===== config.mk =====
export PLATFORM = sky130hd
export DESIGN_NAME = posit_to_fixed_flat
export DESIGN_NICKNAME = d
export VERILOG_FILES = /design/src/rtl/posit_to_fixed_if.sv /design/src/rtl/posit_to_fixed.sv /design/src/flat_wrapper.sv
export SDC_FILE = /design/constraint.sdc
export NUM_CORES = 1
export LEC_CHECK = 0
export ABC_AREA = 1
export BUFFER_PORTS_ARGS = -buffer_cell sky130_fd_sc_hd__buf_2
export CAP_MARGIN = 20
export CORE_MARGIN = 3
export CORE_UTILIZATION = 55
export DETAILED_ROUTE_END_ITERATION = 6
export PLACE_DENSITY_LB_ADDON = 0.08
export SYNTH_ARGS = -nofsm -noshare
export SYNTH_HDL_FRONTEND = slang
export SYNTH_SLANG_ARGS = --single-unit

===== constraint.sdc =====
create_clock -name clk -period 9.8 [get_ports clk]
set_input_delay 0.98 -clock clk [delete_from_list [all_inputs] [get_ports clk]]
set_output_delay 0.98 -clock clk [all_outputs]
set_load 0.01 [all_outputs]

===== src/rtl/posit_to_fixed_if.sv =====
// Handshake and result bundle between a posit producer and the posit-to-fixed decoder.
// The master side issues start/in; the slave side returns the fixed-point result and flags.
interface posit_to_fixed_if #(
  parameter int N = 16,
  parameter int W = 32
);
  logic         start_i;
  logic [N-1:0] in_i;
  logic [W-1:0] out_o;
  logic         inf_o;
  logic         zero_o;
  logic         sat_o;
  logic         udf_o;
  logic         busy_o;
  logic         done_o;

  modport master (
    output start_i, in_i,
    input  out_o, inf_o, zero_o, sat_o, udf_o, busy_o, done_o
  );

  modport slave (
    input  start_i, in_i,
    output out_o, inf_o, zero_o, sat_o, udf_o, busy_o, done_o
  );
endinterface


===== src/rtl/posit_to_fixed.sv =====
// Sequential posit<N,es> to signed fixed-point (FRAC fractional bits) decoder.
// The regime is found by scanning one bit per clock; a single conversion cycle then
// extracts exponent and fraction and barrel-shifts the significand into place.
module posit_to_fixed #(
  parameter int N    = 16,
  parameter int es   = 3,
  parameter int W    = 32,
  parameter int FRAC = 16
) (
  input logic             clk,
  input logic             rst,
  posit_to_fixed_if.slave bus
);

  localparam int IW = $clog2(N);
  localparam int CW = IW + 1;
  localparam int SW = 10;
  localparam int FW = N - 1 + es;

  localparam logic [N-1:0]          NAR_WORD   = {1'b1, {(N-1){1'b0}}};
  localparam logic [W-1:0]          NAR_OUT    = {1'b1, {(W-1){1'b0}}};
  localparam logic [W-1:0]          SAT_MAG    = {1'b0, {(W-1){1'b1}}};
  localparam logic signed [SW-1:0]  SAT_SCALE  = SW'(W - 1 - FRAC);
  localparam logic signed [SW-1:0]  UDF_SCALE  = SW'(-FRAC);
  localparam logic signed [SW-1:0]  SHIFT_BASE = SW'(W - FRAC + N - 1);

  typedef enum logic [1:0] {IDLE, SCAN, CONV, DONE} stateT;

  stateT state_q, state_d;

  logic [N-1:0]  word_q, word_d;
  logic          sign_q, sign_d;
  logic          r0_q, r0_d;
  logic          term_q, term_d;
  logic [IW-1:0] idx_q, idx_d;
  logic [IW-1:0] runLen_q, runLen_d;
  logic [W-1:0]  out_q, out_d;
  logic          inf_q, inf_d;
  logic          zero_q, zero_d;
  logic          sat_q, sat_d;
  logic          udf_q, udf_d;

  logic [N-1:0]         absIn;
  logic [CW-1:0]        consumed;
  logic [FW-1:0]        fieldBits;
  logic [es-1:0]        expo;
  logic [N-1:0]         sig;
  logic signed [SW-1:0] runExt;
  logic signed [SW-1:0] kVal;
  logic signed [SW-1:0] scale;
  logic signed [SW-1:0] shiftAmt;
  logic [N+W-1:0]       wide;
  logic                 ovf;
  logic                 unf;
  logic [W-1:0]         mag;

  // Conversion datapath: strip the regime, pick exponent/fraction, and shift 1.f into the Q format
  always_comb begin
    consumed  = term_q ? ({1'b0, runLen_q} + CW'(1)) : CW'(N - 1);
    fieldBits = {word_q[N-2:0], {es{1'b0}}} << consumed;
    expo      = fieldBits[FW-1 -: es];
    sig       = {1'b1, fieldBits[N-2:0]};
    runExt    = SW'(runLen_q);
    kVal      = r0_q ? (runExt - SW'(1)) : -runExt;
    scale     = (kVal <<< es) + SW'(expo);
    shiftAmt  = SHIFT_BASE - scale;
    wide      = {sig, {W{1'b0}}} >> shiftAmt;
    unf       = (scale < UDF_SCALE);
    ovf       = (scale >= SAT_SCALE) || (|wide[N+W-1:W-1]);
    mag       = ovf ? SAT_MAG : (unf ? '0 : wide[W-1:0]);
  end

  // Next-state and register-update logic for the IDLE/SCAN/CONV/DONE sequence
  always_comb begin
    state_d  = state_q;
    word_d   = word_q;
    sign_d   = sign_q;
    r0_d     = r0_q;
    term_d   = term_q;
    idx_d    = idx_q;
    runLen_d = runLen_q;
    out_d    = out_q;
    inf_d    = inf_q;
    zero_d   = zero_q;
    sat_d    = sat_q;
    udf_d    = udf_q;
    absIn    = bus.in_i[N-1] ? -bus.in_i : bus.in_i;
    case (state_q)
      IDLE: begin
        if (bus.start_i) begin
          inf_d  = 1'b0;
          zero_d = 1'b0;
          sat_d  = 1'b0;
          udf_d  = 1'b0;
          if (bus.in_i == '0) begin
            zero_d  = 1'b1;
            out_d   = '0;
            state_d = DONE;
          end else if (bus.in_i == NAR_WORD) begin
            inf_d   = 1'b1;
            out_d   = NAR_OUT;
            state_d = DONE;
          end else begin
            sign_d   = bus.in_i[N-1];
            word_d   = absIn;
            r0_d     = absIn[N-2];
            term_d   = 1'b0;
            idx_d    = IW'(N - 2);
            runLen_d = '0;
            state_d  = SCAN;
          end
        end
      end
      SCAN: begin
        if (word_q[idx_q] == r0_q) begin
          runLen_d = runLen_q + IW'(1);
          if (idx_q == '0) begin
            state_d = CONV;
          end else begin
            idx_d = idx_q - IW'(1);
          end
        end else begin
          term_d  = 1'b1;
          state_d = CONV;
        end
      end
      CONV: begin
        sat_d   = ovf;
        udf_d   = unf;
        out_d   = sign_q ? -mag : mag;
        state_d = DONE;
      end
      DONE: begin
        state_d = IDLE;
      end
      default: begin
        state_d = IDLE;
      end
    endcase
  end

  // State register; reset aborts any conversion in flight
  always_ff @(posedge clk or posedge rst) begin
    if (rst) begin
      state_q <= IDLE;
    end else begin
      state_q <= state_d;
    end
  end

  // Operand, scan bookkeeping and result registers
  always_ff @(posedge clk or posedge rst) begin
    if (rst) begin
      word_q   <= '0;
      sign_q   <= 1'b0;
      r0_q     <= 1'b0;
      term_q   <= 1'b0;
      idx_q    <= '0;
      runLen_q <= '0;
      out_q    <= '0;
      inf_q    <= 1'b0;
      zero_q   <= 1'b0;
      sat_q    <= 1'b0;
      udf_q    <= 1'b0;
    end else begin
      word_q   <= word_d;
      sign_q   <= sign_d;
      r0_q     <= r0_d;
      term_q   <= term_d;
      idx_q    <= idx_d;
      runLen_q <= runLen_d;
      out_q    <= out_d;
      inf_q    <= inf_d;
      zero_q   <= zero_d;
      sat_q    <= sat_d;
      udf_q    <= udf_d;
    end
  end

  assign bus.out_o  = out_q;
  assign bus.inf_o  = inf_q;
  assign bus.zero_o = zero_q;
  assign bus.sat_o  = sat_q;
  assign bus.udf_o  = udf_q;
  assign bus.busy_o = (state_q != IDLE);
  assign bus.done_o = (state_q == DONE);

endmodule


===== src/flat_wrapper.sv =====
// flat-port wrapper written by rule: the top's interface ports become plain ports
module posit_to_fixed_flat 
#(
  parameter int N    = 16,
  parameter int es   = 3,
  parameter int W    = 32,
  parameter int FRAC = 16
)
  (clk, rst, bus_start_i, bus_in_i, bus_out_o, bus_inf_o, bus_zero_o, bus_sat_o, bus_udf_o, bus_busy_o, bus_done_o);
  posit_to_fixed_if #(.N(N), .W(W)) bus_i ();
  input logic clk;
  input logic rst;
  input wire logic [$bits(bus_i.start_i)-1:0] bus_start_i;
  input wire logic [$bits(bus_i.in_i)-1:0] bus_in_i;
  output wire logic [$bits(bus_i.out_o)-1:0] bus_out_o;
  output wire logic [$bits(bus_i.inf_o)-1:0] bus_inf_o;
  output wire logic [$bits(bus_i.zero_o)-1:0] bus_zero_o;
  output wire logic [$bits(bus_i.sat_o)-1:0] bus_sat_o;
  output wire logic [$bits(bus_i.udf_o)-1:0] bus_udf_o;
  output wire logic [$bits(bus_i.busy_o)-1:0] bus_busy_o;
  output wire logic [$bits(bus_i.done_o)-1:0] bus_done_o;
  assign bus_i.start_i = bus_start_i;
  assign bus_i.in_i = bus_in_i;
  assign bus_out_o = bus_i.out_o;
  assign bus_inf_o = bus_i.inf_o;
  assign bus_zero_o = bus_i.zero_o;
  assign bus_sat_o = bus_i.sat_o;
  assign bus_udf_o = bus_i.udf_o;
  assign bus_busy_o = bus_i.busy_o;
  assign bus_done_o = bus_i.done_o;
  posit_to_fixed #(.N(N), .es(es), .W(W), .FRAC(FRAC)) u_core (.clk(clk), .rst(rst), .bus(bus_i));
endmodule

==> results of run 1 <==
[per-stage QoR]
step	util [%]	instance area, um2
global route	62.6	6930
global placement	59.6	6600
detailed placement	59.7	6610
floorplan	-	6390
finish	62.6	6930
CTS	62.3	6910
[worst paths after layout]
check                                                 start                               end
min reg2reg                u_core.bus.out_o[17]$_DFFE_PP0P_  u_core.bus.out_o[17]$_DFFE_PP0P_
min in group asynchronous                               rst  u_core.bus.out_o[22]$_DFFE_PP0P_
max reg2reg                  u_core.runLen_q[0]$_DFFE_PP0P_  u_core.bus.out_o[24]$_DFFE_PP0P_
max in group asynchronous                               rst    u_core.runLen_q[2]$_DFFE_PP0P_
min                        u_core.bus.out_o[17]$_DFFE_PP0P_  u_core.bus.out_o[17]$_DFFE_PP0P_
max                          u_core.runLen_q[0]$_DFFE_PP0P_  u_core.bus.out_o[24]$_DFFE_PP0P_
[cell type report]
type	instances	share of cell area [%]
sequential	64	23.1
inverter	87	4.78
clock inverter	3	0.614
timing repair buffer	61	4.87
tap	140	2.53
multi-input combinational	853	60.5
clock buffer	11	3.65
[cell families after synthesis]
logic type	Yosys count
AO/OA/AOI/OAI	117
buffers and inverters	134
adder cells (fa/ha/maj)	10
flip-flops	64
AND/OR/NAND/NOR	699
XOR/XNOR	27
[synth_stat cells (9+ instances only)]
cell	instances
buf_4	13
dfrtp_1	64
nand2_2	9
buf_2	11
xnor2_1	12
nand3_1	181
xor2_1	15
nand4_1	24
clkbuf_1	17
a21oi_1	22
nor3_1	14
inv_1	77
nand2_1	330
ha_1	10
o21ai_1	9
o21ai_0	54
nor2_1	106
[flip-flops by register name, summed over array words and instances, names as in the netlist]
register	cells
u_core.bus.sat_o	1
u_core.word_q	16
u_core.state_q	2
u_core.term_q	1
u_core.bus.inf_o	1
u_core.bus.out_o	32
u_core.runLen_q	4
u_core.bus.udf_o	1
u_core.sign_q	1
u_core.idx_q	4
u_core.bus.zero_o	1
[tightest hold or removal path, delay by kind of cell, from the launching register on]
kind	cells	cell delay [ps]
DFF	1	340
and+or+nand+nor	2	100
[metal layers]
metal  vias to the layer above  track usage [%]  part of all wire [%]
li1                       3534                -                     -
met2                       257             41.7                    40
met5                         -                0                     0
met1                      3139             47.2                    50
met3                        21             6.84                   8.9
met4                         0             6.81                   1.3
==> results.json, run 1 <==
{
  "clk_latency_ps": 330,
  "diodes": 0,
  "fin_crit_sh_pct": 58.9,
  "required_ps": 10030,
  "htree_num_levels": 3,
  "synthFlopType": "dfrtp_1",
  "final_cell_mix": "330 x nand2_1, 181 x nand3_1, 106 x nor2_1",
  "status": "finished, final reports clean",
  "ys_types": 49,
  "synth_compound_area_share_pct": 10.5,
  "grt_pass1_wl_um": 31100,
  "critPathMaxStageDelay_ps": 780,
  "yosys_warnings": 0,
  "cts_tree": "built",
  "cp_max_fo": 22,
  "numCtsBuffers": 9,
  "dieArea_mm2": 0.0129,
  "drv_slew": 0,
  "ys_async_sr_fraction_pct": 100,
  "start_util_pct": 57.7,
  "cts_num_sinks": 64,
  "period_minus_slack_ps": 5780,
  "core_mm2": 0.0111,
  "r2r_slack_ps": 4020,
  "tns_ps": 0,
  "synthMuxAreaShare_pct": 0,
  "maxCapViolations": 0,
  "hold_path.class": "register to register",
  "critPathSlowestCell": "dfrtp_1",
  "synth_area_per_cell_um2": 6.08,
  "arrival_ps": 6000,
  "dr.first_iter.drc_count": 790,
  "fmax_mhz": 173,
  "path_buf_inv": 7,
  "port-buffer-count": 56,
  "routedWlPerCell_um": 15.5,
  "synth_top_family_by_area": "simple AND/OR/NAND/NOR gates",
  "ctsHoldBuffers": 0,
  "grt_pass1_vias": 6094,
  "clockBufferDepth": 2,
  "place.detailed.hpwl_um": 14400,
  "multi_input_area_mm2": 0.00419,
  "cts_setup_buffers": 0,
  "hold_depth": 2,
  "synth-seq-cells": 64,
  "synth-seq-area-share_pct": 25.1,
  "cpMostUsedCell": "nand2_1",
  "synth-simple-area-share_pct": 49.3,
  "synth.area.top_cells": "dfrtp_1 25%, nand2_1 19%, nand3_1 14%, nor2_1 6.2%, inv_1 4.5%",
  "vias": 6951,
  "critical_path.top_delay_family": "simple AND/OR/NAND/NOR gates",
  "relSlewSlack_pct": 44.7,
  "r2r_cells": 30,
  "critPathKind": "register to register",
  "path_clk_slew_ps": 50,
  "drcViolationCount": 0,
  "yosysTopAreaCell": "dfrtp_1",
  "synth_xor_area_share_pct": 3.70,
  "nets": 1105,
  "hold_viol": 0,
  "grt_start_max_net_pins": 65,
  "grt_overflow": 0,
  "numPlacedInstances": 1204,
  "die_y_um": 114,
  "synth_edf_count": 0,
  "grt_usage_pct": 30.1,
  "num-fill-cells": 1113,
  "skew_ps": 5.66,
  "routed_via_density": 5.70,
  "worst-path-stages": 30,
  "rows": 38,
  "cp-end-kind": "register",
  "clock-root-buffer": "clkbuf_16",
  "place_congestion": 1.02,
  "die_w_um": 114,
  "synth_cells": 1051,
  "syn-cell-area_mm2": 0.00639,
  "setup_viol": 0,
  "seq_area_mm2": 0.00160,
  "postLayoutSetupSlackWorst_ps": 4020,
  "final_cells": 1219,
  "synthAdderAreaFrac_pct": 1.96,
  "firstDrtPassIters": 5,
  "worst_hold_slack_ps": 472,
  "tightest_slew_ps": 829,
  "start_kind": "register",
  "synthToLayoutAreaGrowth_pct": 8.52,
  "drive_above_1_share_pct": 11.5,
  "drtAntennaViolNets": 0,
  "mostFrequentLayoutCell": "nand2_1",
  "rsz0062_at_grt": "no",
  "route.final.wire_length_um": 18800,
  "synth_fp_nets": 1080,
  "cts_resized": 0,
  "io_pins": 57,
  "antenna_found_initial": 0,
  "synth_top_area_share_pct": 25.1,
  "place_ws_ps": 4190
}
Power of run 1 is left out: the tool's default activity adds up to more than one toggle a clock period on the data nets, which glitch-free logic cannot reach.
==> run 2, diff against run 1 <==
Clock period 9.8 ns to 5.32 ns, I/O delays scaled along.
==> run 2 against run 1 <==
Compared with the run above:
- global-route usage decreased by 0.76 points
- routed wire length decreased by 2.2%
- count of clock-buffer cells in the layout decreased by 2
- worst setup slack got worse by 3400 ps
- final area increased by 0.29%
- highest routed layer unchanged
- sequential share of layout area decreased by 0.067 points
- critical path type unchanged
- worst hold slack got worse by 47 ps
- utilization increased by 0.18 points
- non-clock buffer count increased by 5
==> results.json, run 2 (synthesis results as in run 1) <==
{
  "met2WireLength_um": 7500,
  "critPathKind": "register to register",
  "numPlacedInstances": 1210,
  "clk_latency_ps": 340,
  "final_cells": 1226,
  "cts_setup_buffers": 0,
  "multi_input_area_mm2": 0.00419,
  "hold_path.class": "input port to asynchronous set/reset pin",
  "cp-end-kind": "register",
  "fmax_mhz": 212,
  "die_w_um": 114,
  "rsz0062_at_grt": "no",
  "maxCapViolations": 0,
  "route.met3.wl_um": 1520,
  "path_buf_inv": 8,
  "routedWlPerCell_um": 15.0,
  "vias": 7033,
  "place_congestion": 1.04,
  "ctsHoldBuffers": 0,
  "critPathMaxStageDelay_ps": 420,
  "core_mm2": 0.0111,
  "nets": 1110,
  "arrival_ps": 4990,
  "status": "finished, final reports clean",
  "die_y_um": 114,
  "grt_pass1_wl_um": 31000,
  "grt_overflow": 0,
  "cts_resized": 0,
  "worst-path-stages": 32,
  "grt_start_max_net_pins": 65,
  "required_ps": 5590,
  "worst_hold_slack_ps": 425,
  "synthToLayoutAreaGrowth_pct": 8.83,
  "drive_above_1_share_pct": 12.1,
  "critPathSlowestCell": "dfrtp_1",
  "hold_viol": 0,
  "io_pins": 57,
  "firstDrtPassIters": 5,
  "period_minus_slack_ps": 4720,
  "final_cell_mix": "330 x nand2_1, 181 x nand3_1, 106 x nor2_1",
  "setup_viol": 0,
  "port-buffer-count": 56,
  "cp_max_fo": 21,
  "diodes": 0,
  "wl_met1_um": 9110,
  "path_clk_slew_ps": 50,
  "top_layer": "met4",
  "clock-root-buffer": "clkbuf_16",
  "mostFrequentLayoutCell": "nand2_1",
  "cpMostUsedCell": "nand2_1",
  "drtAntennaViolNets": 0,
  "routed_via_density": 5.74,
  "htree_num_levels": 3,
  "numCtsBuffers": 9,
  "cts_num_sinks": 64,
  "clockBufferDepth": 2,
  "grt_pass1_vias": 6339,
  "drv_slew": 0,
  "rows": 38,
  "skew_ps": 8.05,
  "route.final.wire_length_um": 18400,
  "r2r_cells": 32,
  "place_ws_ps": 753,
  "dr.first_iter.drc_count": 784,
  "start_kind": "register",
  "antenna_found_initial": 0,
  "dieArea_mm2": 0.0129,
  "fin_crit_sh_pct": 88.7,
  "grt_usage_pct": 29.3,
  "relSlewSlack_pct": 29.4,
  "place.detailed.hpwl_um": 13900,
  "tns_ps": 0,
  "num-fill-cells": 1100,
  "seq_area_mm2": 0.00160,
  "drcViolationCount": 0,
  "tightest_slew_ps": 1060,
  "postLayoutSetupSlackWorst_ps": 603,
  "start_util_pct": 57.7,
  "critical_path.top_delay_family": "simple AND/OR/NAND/NOR gates",
  "largest_reg_flops": 32,
  "cts_tree": "built"
}
[run 2: cell count changes in the layout (fill, tap and decap cells not counted), sizes merged]
cell and change:
clkbuf -2, clkinv +3, clkinvlp +1, buf +5
[run 2: stage by stage]
| stage | instance area, um2 | utilization (%) |
|---|---|---|
| 2_1_floorplan | 6390 | - |
| 3_3_place_gp | 6660 | 60.1 |
| 3_5_place_dp | 6660 | 60.1 |
| 4_1_cts | 6950 | 62.8 |
| 5_1_grt | 6950 | 62.8 |
| 6_report | 6950 | 62.8 |
[run 2: worst paths after layout]
| check | to | start | slack [ps] |
|---|---|---|---|
| max in group asynchronous | u_core.word_q[0]$_DFFE_PP0P_ | rst | 4370 |
| min in group clk | u_core.bus.out_o[17]$_DFFE_PP0P_ | u_core.bus.out_o[17]$_DFFE_PP0P_ | 470 |
| worst max register to register | u_core.bus.out_o[20]$_DFFE_PP0P_ | u_core.runLen_q[1]$_DFFE_PP0P_ | 600 |
| worst max-delay path | u_core.bus.out_o[20]$_DFFE_PP0P_ | u_core.runLen_q[1]$_DFFE_PP0P_ | 600 |
| worst min-delay path | u_core.bus.out_o[22]$_DFFE_PP0P_ | rst | 430 |
| worst min register to register | u_core.bus.out_o[17]$_DFFE_PP0P_ | u_core.bus.out_o[17]$_DFFE_PP0P_ | 470 |
[run 2: cell type report]
class,count,share of cell area [%]
Clock buffer,9,3.24
Clock inverter,7,1.04
Inverter,87,4.77
Multi-Input combinational cell,853,60.3
Sequential cell,64,23.0
Tap cell,140,2.52
Timing Repair Buffer,66,5.11
[run 2: metal layers]
layer / GRT usage [%] / vias up
met3: 5.57 / 29
met5: 0 / -
li1: - / 3546
met1: 45.7 / 3145
met4: 8.71 / 0
met2: 40.8 / 313
[run 2: worst reg2reg max path: cells and delay by family, from the launching register on]
| kind | cells | cell delay, ps |
|---|---|---|
| AO/OA/AOI/OAI | 1 | 110 |
| adder cells (fa/ha/maj) | 2 | 560 |
| buffers and inverters | 8 | 1210 |
| flip-flops | 1 | 420 |
| AND/OR/NAND/NOR | 21 | 2350 |
Power of run 2 is left out for the same reason.
==> run 3, diff against run 2 <==
Settings changed: CTS_BUF_LIST from default to sky130_fd_sc_hd__clkbuf_8, SLEW_MARGIN from default to 20.
Clock period 5.32 ns to 4.7 ns, I/O delays scaled along.
==> run 3 against run 2 <==
Compared with the run above:
- worst hold slack got worse by 88 ps
- die area is the same
- final cell count up 0.90%
- register-to-register slack lost 210 ps
- non-clock buffer count grew 10
- utilization rose by 0.37 points
- routed wire length up 0.64%
- critical path type unchanged
- highest routed layer unchanged
==> results.json, run 3 (synthesis results as in run 1) <==
{
  "dr.first_iter.drc_count": 860,
  "core_mm2": 0.0111,
  "route.final.wire_length_um": 18500,
  "fmax_mhz": 232,
  "cts_num_sinks": 64,
  "mostFrequentLayoutCell": "nand2_1",
  "grt_overflow": 0,
  "rows": 38,
  "tns_ps": 0,
  "drtAntennaViolNets": 0,
  "htree_num_levels": 3,
  "critPathMaxStageDelay_ps": 440,
  "status": "finished, final reports clean",
  "clock-root-buffer": "clkbuf_8",
  "antenna_found_initial": 0,
  "fin_crit_sh_pct": 91.7,
  "skew_ps": 6.35,
  "drcViolationCount": 0,
  "vias": 7140,
  "grt_usage_pct": 29.2,
  "synthToLayoutAreaGrowth_pct": 9.48,
  "start_util_pct": 57.7,
  "routed_via_density": 5.77,
  "io_pins": 57,
  "diodes": 0,
  "critPathSlowestCell": "dfrtp_1",
  "start_kind": "register",
  "place.detailed.hpwl_um": 14000,
  "period_minus_slack_ps": 4310,
  "die_y_um": 114,
  "die_w_um": 114,
  "cpMostUsedCell": "nand2_1",
  "arrival_ps": 4610,
  "port-buffer-count": 56,
  "setup_viol": 0,
  "r2r_cells": 31,
  "firstDrtPassIters": 6,
  "path_clk_slew_ps": 70,
  "dieArea_mm2": 0.0129,
  "critPathKind": "register to register",
  "final_cells": 1237,
  "worst_hold_slack_ps": 337,
  "grt_pass1_wl_um": 31000,
  "clk_latency_ps": 360,
  "numCtsBuffers": 9,
  "cp-end-kind": "register",
  "maxCapViolations": 0,
  "tightest_slew_ps": 1020,
  "routedWlPerCell_um": 15.0,
  "nets": 1121,
  "required_ps": 5000,
  "hold_viol": 0,
  "grt_pass1_vias": 6316,
  "cts_tree": "built",
  "numPlacedInstances": 1214,
  "route.met3.wl_um": 1800,
  "largest_reg_flops": 32,
  "hold_path.class": "input port to asynchronous set/reset pin",
  "top_layer": "met4",
  "wl_met1_um": 9040,
  "clockBufferDepth": 2,
  "drv_slew": 0,
  "place_congestion": 1.05,
  "relSlewSlack_pct": 32.2,
  "grt_start_max_net_pins": 65,
  "drive_above_1_share_pct": 12.9,
  "cp_max_fo": 19,
  "final_cell_mix": "330 x nand2_1, 180 x nand3_1, 105 x nor2_1",
  "met2WireLength_um": 7400
}
-- run 3: cell types whose count changed in the layout (fill, tap and decap cells not counted), sizes merged --
cell | previous run | this run
inv | 86 | 90
clkinv | 5 | 1
clkinvlp | 2 | 0
bufinv | 1 | 3
nand2 | 340 | 341
buf | 66 | 76
-- run 3: critical path: cells and delay by family (launching register included) --
family | cells | cell delay (ps)
adders and majority gates | 2 | 480
and+or+nand+nor | 23 | 2520
buffers and inverters | 6 | 780
DFF | 1 | 440
-- run 3: layout make-up --
| type | count | area [um2] |
|---|---|---|
| Clock buffer | 9 | 124 |
| Clock inverter | 7 | 105 |
| Fill cell | 1071 | 4080 |
| Inverter | 87 | 337 |
| Multi-Input combinational cell | 854 | 4220 |
| Sequential cell | 64 | 1600 |
| Tap cell | 140 | 175 |
| Timing Repair Buffer | 76 | 434 |
-- run 3: through the flow --
stage | utilization (%) | setup WS (ps) | instance area (um2)
finish | 63.1 | 388 | 6990
global route | 63.1 | -11.0 | 6990
CTS | 62.4 | 295 | 6910
detailed placement | 60.3 | 321 | 6690
global placement | 60.3 | 431 | 6690
floorplan | - | 758 | 6390
-- run 3: layer usage --
layer  vias to the layer above  GRT usage, %
li1                       3558             -
met1                      3191          46.3
met2                       361          40.1
met3                        30          6.15
met5                         -             0
met4                         0          7.28
-- run 3: worst paths after layout --
path                                                       start                          endpoint  slack [ps]
max in group asynchronous                                    rst    u_core.runLen_q[0]$_DFFE_PP0P_        3830
worst max register to register    u_core.runLen_q[0]$_DFFE_PP0P_  u_core.bus.out_o[20]$_DFFE_PP0P_         390
worst min register to register  u_core.bus.out_o[13]$_DFFE_PP0P_  u_core.bus.out_o[13]$_DFFE_PP0P_         480
worst max-delay path              u_core.runLen_q[0]$_DFFE_PP0P_  u_core.bus.out_o[20]$_DFFE_PP0P_         390
worst min-delay path                                         rst  u_core.bus.out_o[23]$_DFFE_PP0P_         340
min in group clk                                     bus_in_i[0]      u_core.word_q[0]$_DFFE_PP0P_         400
-- run 3: repair_timing --
action | in CTS | in global routing
endpoints found under the hold margin | 0 | 0
endpoints found under the setup margin | 0 | 16
setup buffers | 0 | 6
gates resized for setup | 0 | 10
hold buffers | 0 | 0
Power of run 3 is left out for the same reason.
